$ cat src/rtl/range_counter_if.sv
// range_counter_if: configuration, control and status bundle for range_counter
interface range_counter_if #(
  parameter int WIDTH      = 7,
  parameter int STEP_WIDTH = 4
);
  logic [WIDTH-1:0]      start_value;
  logic [WIDTH-1:0]      end_value;
  logic [STEP_WIDTH-1:0] step;
  logic                  down;
  logic                  wrap_mode;
  logic                  load;
  logic                  count_en;
  logic [WIDTH-1:0]      current_value;
  logic                  busy;
  logic                  done;
  logic                  wrapped;
  logic                  range_err;
  modport master (
    output start_value, end_value, step, down, wrap_mode, load, count_en,
    input  current_value, busy, done, wrapped, range_err
  );
  modport slave (
    input  start_value, end_value, step, down, wrap_mode, load, count_en,
    output current_value, busy, done, wrapped, range_err
  );
endinterface

$ cat src/rtl/range_counter.sv
// range_counter: loadable up/down range counter with clamped step, stop or wrap at end
module range_counter #(
  parameter int WIDTH      = 7,
  parameter int STEP_WIDTH = 4
) (
  input logic            clk,
  input logic            reset,
  range_counter_if.slave bus
);
  localparam int EW = (WIDTH > STEP_WIDTH ? WIDTH : STEP_WIDTH) + 1;
  typedef enum logic [1:0] {IDLE, RUN, DONE} state_t;
  state_t                state_q, state_d;
  logic [WIDTH-1:0]      cur_q, cur_d;
  logic [WIDTH-1:0]      start_q, start_d;
  logic [WIDTH-1:0]      end_q, end_d;
  logic [STEP_WIDTH-1:0] step_q, step_d;
  logic                  down_q, down_d;
  logic                  wrap_q, wrap_d;
  logic                  done_q, done_d;
  logic                  wrapped_q, wrapped_d;
  logic                  err_q, err_d;
  logic                  bad_load;
  logic                  hit;
  logic [WIDTH-1:0]      nxt;
  assign bad_load = bus.down ? (bus.start_value < bus.end_value) : (bus.start_value > bus.end_value);
  // Extended-width compare so a step past either rail clamps instead of wrapping
  assign hit = down_q ? (EW'(cur_q) <= EW'(end_q) + EW'(step_q))
                      : (EW'(cur_q) + EW'(step_q) >= EW'(end_q));
  assign nxt = hit ? end_q : (down_q ? cur_q - WIDTH'(step_q) : cur_q + WIDTH'(step_q));
  always_comb begin
    state_d   = state_q;
    cur_d     = cur_q;
    start_d   = start_q;
    end_d     = end_q;
    step_d    = step_q;
    down_d    = down_q;
    wrap_d    = wrap_q;
    done_d    = 1'b0;
    wrapped_d = 1'b0;
    err_d     = 1'b0;
    if (bus.load) begin
      if (bad_load) begin
        err_d = 1'b1;
      end else begin
        start_d = bus.start_value;
        end_d   = bus.end_value;
        step_d  = bus.step == '0 ? STEP_WIDTH'(1) : bus.step;
        down_d  = bus.down;
        wrap_d  = bus.wrap_mode;
        cur_d   = bus.start_value;
        done_d  = bus.start_value == bus.end_value;
        state_d = (done_d && !bus.wrap_mode) ? DONE : RUN;
      end
    end else if (state_q == RUN && bus.count_en) begin
      if (cur_q == end_q) begin
        cur_d     = start_q;
        wrapped_d = 1'b1;
        done_d    = start_q == end_q;
        state_d   = wrap_q ? RUN : DONE;
      end else begin
        cur_d   = nxt;
        done_d  = hit;
        state_d = (hit && !wrap_q) ? DONE : RUN;
      end
    end
  end
  always_ff @(posedge clk) begin
    if (reset) begin
      state_q   <= IDLE;
      cur_q     <= '0;
      start_q   <= '0;
      end_q     <= '0;
      step_q    <= '0;
      down_q    <= 1'b0;
      wrap_q    <= 1'b0;
      done_q    <= 1'b0;
      wrapped_q <= 1'b0;
      err_q     <= 1'b0;
    end else begin
      state_q   <= state_d;
      cur_q     <= cur_d;
      start_q   <= start_d;
      end_q     <= end_d;
      step_q    <= step_d;
      down_q    <= down_d;
      wrap_q    <= wrap_d;
      done_q    <= done_d;
      wrapped_q <= wrapped_d;
      err_q     <= err_d;
    end
  end
  assign bus.current_value = cur_q;
  assign bus.busy          = state_q == RUN;
  assign bus.done          = done_q;
  assign bus.wrapped       = wrapped_q;
  assign bus.range_err     = err_q;
endmodule

$ cat src/flat_wrapper.sv
// flat-port wrapper written by rule: the top's interface ports become plain ports
module range_counter_flat 
#(
  parameter int WIDTH      = 7,
  parameter int STEP_WIDTH = 4
)
  (clk, reset, bus_start_value, bus_end_value, bus_step, bus_down, bus_wrap_mode, bus_load, bus_count_en, bus_current_value, bus_busy, bus_done, bus_wrapped, bus_range_err);
  range_counter_if #(.WIDTH(WIDTH), .STEP_WIDTH(STEP_WIDTH)) bus_i ();
  input logic clk;
  input logic reset;
  input wire logic [$bits(bus_i.start_value)-1:0] bus_start_value;
  input wire logic [$bits(bus_i.end_value)-1:0] bus_end_value;
  input wire logic [$bits(bus_i.step)-1:0] bus_step;
  input wire logic [$bits(bus_i.down)-1:0] bus_down;
  input wire logic [$bits(bus_i.wrap_mode)-1:0] bus_wrap_mode;
  input wire logic [$bits(bus_i.load)-1:0] bus_load;
  input wire logic [$bits(bus_i.count_en)-1:0] bus_count_en;
  output wire logic [$bits(bus_i.current_value)-1:0] bus_current_value;
  output wire logic [$bits(bus_i.busy)-1:0] bus_busy;
  output wire logic [$bits(bus_i.done)-1:0] bus_done;
  output wire logic [$bits(bus_i.wrapped)-1:0] bus_wrapped;
  output wire logic [$bits(bus_i.range_err)-1:0] bus_range_err;
  assign bus_i.start_value = bus_start_value;
  assign bus_i.end_value = bus_end_value;
  assign bus_i.step = bus_step;
  assign bus_i.down = bus_down;
  assign bus_i.wrap_mode = bus_wrap_mode;
  assign bus_i.load = bus_load;
  assign bus_i.count_en = bus_count_en;
  assign bus_current_value = bus_i.current_value;
  assign bus_busy = bus_i.busy;
  assign bus_done = bus_i.done;
  assign bus_wrapped = bus_i.wrapped;
  assign bus_range_err = bus_i.range_err;
  range_counter #(.WIDTH(WIDTH), .STEP_WIDTH(STEP_WIDTH)) u_core (.clk(clk), .reset(reset), .bus(bus_i));
endmodule
$ cat config.mk
export PLATFORM = sky130hd
export DESIGN_NAME = range_counter_flat
export DESIGN_NICKNAME = d
export VERILOG_FILES = /design/src/rtl/range_counter_if.sv /design/src/rtl/range_counter.sv /design/src/flat_wrapper.sv
export SDC_FILE = /design/constraint.sdc
export NUM_CORES = 1
export LEC_CHECK = 0
export CAP_MARGIN = 15
export CORE_MARGIN = 2
export CORE_UTILIZATION = 57
export DETAILED_ROUTE_END_ITERATION = 10
export GPL_ROUTABILITY_DRIVEN = 0
export PLACE_DENSITY = 0.81
export SLEW_MARGIN = 30
export SYNTH_ARGS = -nofsm -noshare
export SYNTH_HDL_FRONTEND = slang
export SYNTH_SLANG_ARGS = --single-unit
$ cat constraint.sdc
create_clock -name clk -period 3.5 [get_ports clk]
set_input_delay 0.35 -clock clk [delete_from_list [all_inputs] [get_ports clk]]
set_output_delay 0.35 -clock clk [all_outputs]
set_load 0.05 [all_outputs]
==> results by group, run 1 <==
Placed design
  – Placed Cells: 438
  – Post-DP Area: 0.00330 sq mm
  – DPL Wire Length: 5900 um
  – Worst slack, placed: 0.107 ns
  – IO Port Bufs: 34

Global routing
  – First-pass GRT wire length: 12,100 um
  – Initial antenna violation count: 0
  – Global route total overflow: 0
  – Vias in the first global route: 2,550
  – Largest net degree at the start of global routing: 28
  – Gr usage total: 0.288

Finish
  – Synth-to-layout area growth: 19.0%
  – Most frequent cells in the layout: nor2_1 (49), ha_1 (36), clkdlybuf4s50_1 (34), dfxtp_1 (30), inv_1 (25)
  – Leading cell type in the layout, fill and taps excluded: nor2_1
  – Layout net count: 441
  – Finished Cell Area: 0.00339 sq mm
  – ANT cells: 0
  – Post-Layout Cell Count: 445
  – Share of cells above drive strength 1: 0.0952

Detailed routing
  – DRT Pass-1 Iters: 5
  – Vias/cell: 5.93
  – DR WL/cell: 16.8 um
  – Antenna-violating nets left: 0
  – DR iter-0 viols: 182
  – Post-route DRC: 0
  – Final WL: 7460 um
  – Via Count: 2,639

STA
  – Hold Vio Cnt, Final: 0
  – RSZ-0062 raised after global routing: no
  – Worst slew pin tran: 0.715 ns
  – WHS: 0.519 ns
  – Fin. max-slew vios: 0
  – Achievable Freq: 0.295 GHz
  – Final setup TNS: 0 ns
  – Max Clock Skew: 0.00722 ns
  – Min cycle time layout: 3.39 ns
  – Final worst slack: 0.113 ns
  – Rel. slew slack: 0.522
  – Final worst-path cycle share: 0.968
  – Setup Viol. Count Final: 0

Job
  – # Max-Cap Violations: 0

Floorplanning
  – Number of cell rows: 25
  – Core Region: 0.00479 sq mm
  – Die area: 0.00558 sq mm
  – Initial Util: 0.596
  – Ports: 35
  – Die height: 74.7 um
  – Die X: 74.7 um

Clock tree
  – Clock root buffer: clkbuf_8
  – Post-cts resize count: 0
  – Max clock buf depth: 2
  – CTS tree: done
  – CTS clk-pin slew, worst paths: 0.07 ns
  – Clk Latency, worst-skew pair: 0.29 ns
  – CTS Sinks: 32
  – Cts bufs inserted: 5
  – Postcts setup bufs: 0
  – H-Tree Depth: 2
  – Hold buffers post-CTS: 0

Yosys
  – Mapped Cells: 337
  – Synthesized Nets: 400
  – Syn Area/Cell: 8.46 sq um
  – Commonest register cell after synthesis: dfxtp_1
  – Post-synthesis sequential area ratio: 0.225
  – Post-synth EDFFs: 0
  – FF+latch count, synth: 32
  – Netlist Area Pre-Place: 0.00285 sq mm
  – Ys async rst share: 0
  – Post-synth cell types: 58
  – Yosys warnings: 0

Pwr
  – Leakage power: 0.00142 uW
  – Max IR drop VDD: 280 uV
  – Pwr Density: 433 mW/mm^2

Status
  – Status: completed

Critical path
  – Crit-path max cell delay: 0.40 ns
  – Crit-path slowest cell: fa_1
  – Critical path class: flip-flop to flip-flop
  – WP data required: 3.67 ns
  – CP delay by family, top: compound AO/OA/AOI/OAI gates
  – Crit. End Element: flip-flop
  – Crit Path Max Fanout: 10
  – Crit path arrival time: 3.56 ns
  – Element type at the critical path start: flip-flop
  – CP bufs+invs: 1
  – Worst path cell trace: ha_1 > inv_1 > fa_1 > nor2b_1 > o21ai_0 > nand2b_1 > nand3_1 > xnor2_1 > ha_1 > o21ai_0 > a41o_1 > a31oi_4 > a32oi_4 > mux2_1 > nand2_1 > o211ai_1

Hold path
  – Worst min path class: flip-flop to flip-flop
cells in the mapped netlist, types with 3 or more instances:
| cell type | number | area (sq um) |
|---|---|---|
| a211oi_1 | 3 | 22.5 |
| a21o_1 | 6 | 45.0 |
| a21oi_1 | 23 | 115 |
| a22oi_1 | 4 | 30.0 |
| a31oi_1 | 4 | 25.0 |
| buf_2 | 5 | 25.0 |
| buf_6 | 4 | 45.0 |
| clkbuf_1 | 3 | 11.3 |
| dfxtp_1 | 32 | 641 |
| fa_1 | 3 | 60.1 |
| ha_1 | 36 | 450 |
| inv_1 | 25 | 93.8 |
| mux2i_1 | 12 | 120 |
| nand2_1 | 18 | 67.6 |
| nand2b_1 | 5 | 31.3 |
| nand3_1 | 7 | 35.0 |
| nand4_1 | 4 | 25.0 |
| nor2_1 | 49 | 184 |
| nor2b_1 | 5 | 31.3 |
| nor3_1 | 3 | 15.0 |
| o211ai_1 | 7 | 52.6 |
| o21ai_0 | 10 | 50.1 |
| xnor2_1 | 19 | 166 |
| xor2_1 | 11 | 96.3 |
metal layers:
layer,part of all wire,global-route usage,vias up
li1,-,-,1277
met3,0.059,0.0375,18
met5,0,0,-
met4,0.022,0.101,0
met2,0.48,0.479,97
met1,0.44,0.384,1247
power by group:
| group | internal, uW | switching (uW) | total [uW] |
|---|---|---|---|
| sequential | 395 | 41.4 | 437 |
| combinational | 314 | 405 | 719 |
| clock | 175 | 139 | 314 |
state kept, by name (all words and copies together) (netlist names):
register	cells
u_core.step_q	4
u_core.bus.done	1
u_core.down_q	1
u_core.start_q	7
u_core.state_q	2
u_core.bus.range_err	1
u_core.bus.wrapped	1
u_core.end_q	7
u_core.bus.current_value	7
u_core.wrap_q	1
layout make-up:
| class | count | area (sq um) |
|---|---|---|
| timing repair buffer | 47 | 438 |
| clock buffer | 7 | 96.3 |
| inverter | 25 | 93.8 |
| multi-input combinational | 267 | 2040 |
| sequential | 32 | 643 |
| fill | 390 | 1390 |
| tap | 67 | 83.8 |
tightest hold or removal path: cells and delay by family, from the launching register on:
family / cells / cell delay, ns
muxes: 1 / 0.07
DFF: 1 / 0.33
and+or+nand+nor: 1 / 0.08
through the flow:
stage,total power [uW],utilization
6_report,1470,0.709
5_1_grt,1550,0.709
4_1_cts,1460,0.709
3_5_place_dp,1140,0.689
3_3_place_gp,1120,0.689
2_1_floorplan,949,-
path summary, 6_finish.rpt:
check	from	slack, ns	end	depth (start not counted)
setup / recovery	u_core.step_q[0]	0.11	u_core.bus.current_value[1]	16
hold / removal	u_core.wrap_q	0.52	u_core.wrap_q	2
setup reg to reg	u_core.step_q[0]	0.11	u_core.bus.current_value[1]	16
hold reg to reg	u_core.wrap_q	0.52	u_core.wrap_q	2
cells by family after synthesis:
logic type | after synthesis | share of synthesized area
xor+xnor | 30 | 0.0921
mux | 14 | 0.0509
flops | 32 | 0.225
buf+inv | 38 | 0.0632
fa+ha+maj | 39 | 0.179
simple gates | 103 | 0.175
compound gates | 81 | 0.215
Power figures use the tool's default switching activity.
==> inputs of run 2 (changes only) <==
HOLD_SLACK_MARGIN = 0.15   (was unset)
==> results of run 2 <==
No change in the layout: final DEF, timing and power equal those of run 1.
==> inputs of run 3 (changes only) <==
PLACE_DENSITY = 0.82   (was 0.81)
==> run 3 against run 2 <==
  * First-iteration DRC count is 47% higher
  * Clock skew is 0.0038 ns higher
  * Clock-buffer cell count is 1 lower
  * Critical path type unchanged
==> results by group, run 3 (synthesis gave the netlist of run 1 again) <==
Status
  – Status: completed

Pwr
  – Sequential Power Share: 0.285 (-0.012)
  – Total power: 1560 uW (+6.0%)
  – Int Power: 935 uW (+5.7%)
  – Pwr Density: 453 mW/mm^2 (+4.6%)
  – Leakage power: 0.00142 uW (+0.39%)
  – Clock network power share: 0.230 (+0.016)
  – Net Sw Power: 624 uW (+6.5%)
  – Sw Share: 0.400 (+0.00178)
  – Combinational Power Share: 0.485 (-0.004)
  – Max IR drop VDD: 254 uV (-9.4%)

Floorplanning
  – Number of cell rows: 25 (unchanged)
  – Die area: 0.00558 sq mm (unchanged)
  – Die height: 74.7 um (unchanged)
  – Core Region: 0.00479 sq mm (unchanged)
  – Die X: 74.7 um (unchanged)
  – Initial Util: 0.596 (unchanged)
  – Ports: 35 (unchanged)

Detailed routing
  – Met3 Wirelength: 657 um (+49%)
  – Post-Route M1 WL: 3340 um (+2.0%)
  – Max Used Layer: met4
  – Via Count: 2,725 (+3.3%)
  – DR iter-0 viols: 267 (+47%)
  – Vias/cell: 6.12 (+3.3%)
  – Met2 layer wire length in the routed design: 3730 um (+4.2%)
  – Final WL: 7950 um (+6.5%)
  – Antenna-violating nets left: 0 (unchanged)
  – Post-route DRC: 0 (unchanged)
  – DRT Pass-1 Iters: 5 (unchanged)
  – DR WL/cell: 17.9 um (+6.5%)

STA
  – Fin. max-slew vios: 0 (unchanged)
  – Final worst-path cycle share: 0.979 (+0.0111)
  – Max Clock Skew: 0.0110 ns (+0.00377 ns)
  – Hold Vio Cnt, Final: 0 (unchanged)
  – Final setup TNS: 0 ns (unchanged)
  – Worst slew pin tran: 0.645 ns (-0.0703 ns)
  – Setup Viol. Count Final: 0 (unchanged)
  – Rel. slew slack: 0.569 (+0.0470)
  – Min cycle time layout: 3.43 ns (+0.0388 ns)
  – Achievable Freq: 0.292 GHz (-1.1%)

Critical path
  – CP bufs+invs: 1 (unchanged)
  – Worst path cell trace: ha_1 > inv_1 > fa_1 > nor2b_1 > o21ai_0 > nand2b_1 > nand3_1 > xnor2_1 > ha_1 > o21ai_0 > a41o_1 > a31oi_4 > a32oi_4 > o311a_1 > o21a_1
  – Crit-path max cell delay: 0.42 ns (+0.02 ns)
  – Crit path arrival time: 3.61 ns (+0.05 ns)
  – WP data required: 3.68 ns (about the same)
  – Critical path class: flip-flop to flip-flop
  – Crit. End Element: flip-flop
  – Crit-path slowest cell: fa_1
  – Crit Path Max Fanout: 7 (-3)
  – CP delay by family, top: compound AO/OA/AOI/OAI gates
  – Element type at the critical path start: flip-flop

Finish
  – Leading cell type in the layout, fill and taps excluded: nor2_1
  – Share of cells above drive strength 1: 0.103 (+0.00794)
  – Synth-to-layout area growth: 20.6%
  – Post-Layout Cell Count: 445 (unchanged)
  – Most frequent cells in the layout: nor2_1 (49), ha_1 (36), clkdlybuf4s50_1 (34), dfxtp_1 (28), inv_1 (25)
  – ANT cells: 0 (unchanged)
  – Finished Cell Area: 0.00344 sq mm (+1.3%)
  – Layout net count: 440 (-0.23%)

Clock tree
  – Hold buffers post-CTS: 0 (unchanged)
  – Cts bufs inserted: 5 (unchanged)
  – Clock root buffer: clkbuf_8
  – Clk Latency, worst-skew pair: 0.30 ns (about the same)
  – CTS clk-pin slew, worst paths: 0.07 ns (about the same)
  – CTS Sinks: 32 (unchanged)
  – CTS tree: done
  – H-Tree Depth: 2 (unchanged)
  – Max clock buf depth: 2 (unchanged)

Hold path
  – Worst min path class: flip-flop to flip-flop

Placed design
  – Post-DP Area: 0.00328 sq mm (-0.46%)
  – Placed Cells: 436 (-0.46%)
  – DPL Wire Length: 5830 um (-1.2%)
  – IO Port Bufs: 34 (unchanged)

Global routing
  – Largest net degree at the start of global routing: 24 (-14%)
  – Vias in the first global route: 2,590 (+1.6%)
  – Initial antenna violation count: 0 (unchanged)
  – First-pass GRT wire length: 12,500 um (+3.0%)
  – Gr usage total: 0.299 (+0.0118)
  – Global route total overflow: 0 (unchanged)

Job
  – # Max-Cap Violations: 0 (unchanged)
run 3: repair_timing:
item                                    in CTS  in global routing
setup buffers                                0                  0
resized for setup                            0                  9
endpoints found under the setup margin       0                  8
run 3: worst min-delay path: stages (launching register included):
cell	delay (ns)
dfxtp_1	0.33
mux2i_1	0.07
nor2_1	0.07
run 3: path summary, 6_finish.rpt:
path / start / end / slack, ns / depth (start not counted)
setup / recovery: u_core.step_q[0] / u_core.state_q[1] / 0.07 / 15
hold / removal: u_core.wrap_q / u_core.wrap_q / 0.50 / 2
setup reg to reg: u_core.step_q[0] / u_core.state_q[1] / 0.07 / 15
hold reg to reg: u_core.wrap_q / u_core.wrap_q / 0.50 / 2
run 3: stage by stage:
stage,hold slack [ns],util,setup slack [ns]
after floorplan,0.447,-,0.225
after global placement,0.487,0.685,0.190
after detailed placement,0.491,0.685,0.0862
after CTS,0.507,0.708,0.0527
after global routing,0.557,0.719,-0.0619
final,0.500,0.719,0.0744
run 3: power groups by stage:
stage	Clock, uW	Sequential, uW	Combinational, uW
finish	359	444	756
global route	379	447	817
CTS	361	440	707
detailed placement	0	448	693
global placement	0	446	673
floorplan	0	473	476
run 3: area by class of cell:
type | instances | area, sq um
clock inverter | 2 | 35.0
fill | 380 | 1350
clock buffer | 6 | 72.6
timing repair buffer | 45 | 423
sequential | 32 | 648
inverter | 25 | 93.8
tap | 67 | 83.8
multi-input combinational | 268 | 2080
run 3: metal layers:
| layer | vias up | global-route usage |
|---|---|---|
| met4 | 0 | 0.131 |
| met1 | 1265 | 0.382 |
| met2 | 146 | 0.482 |
| met5 | - | 0 |
| met3 | 31 | 0.0736 |
| li1 | 1283 | - |
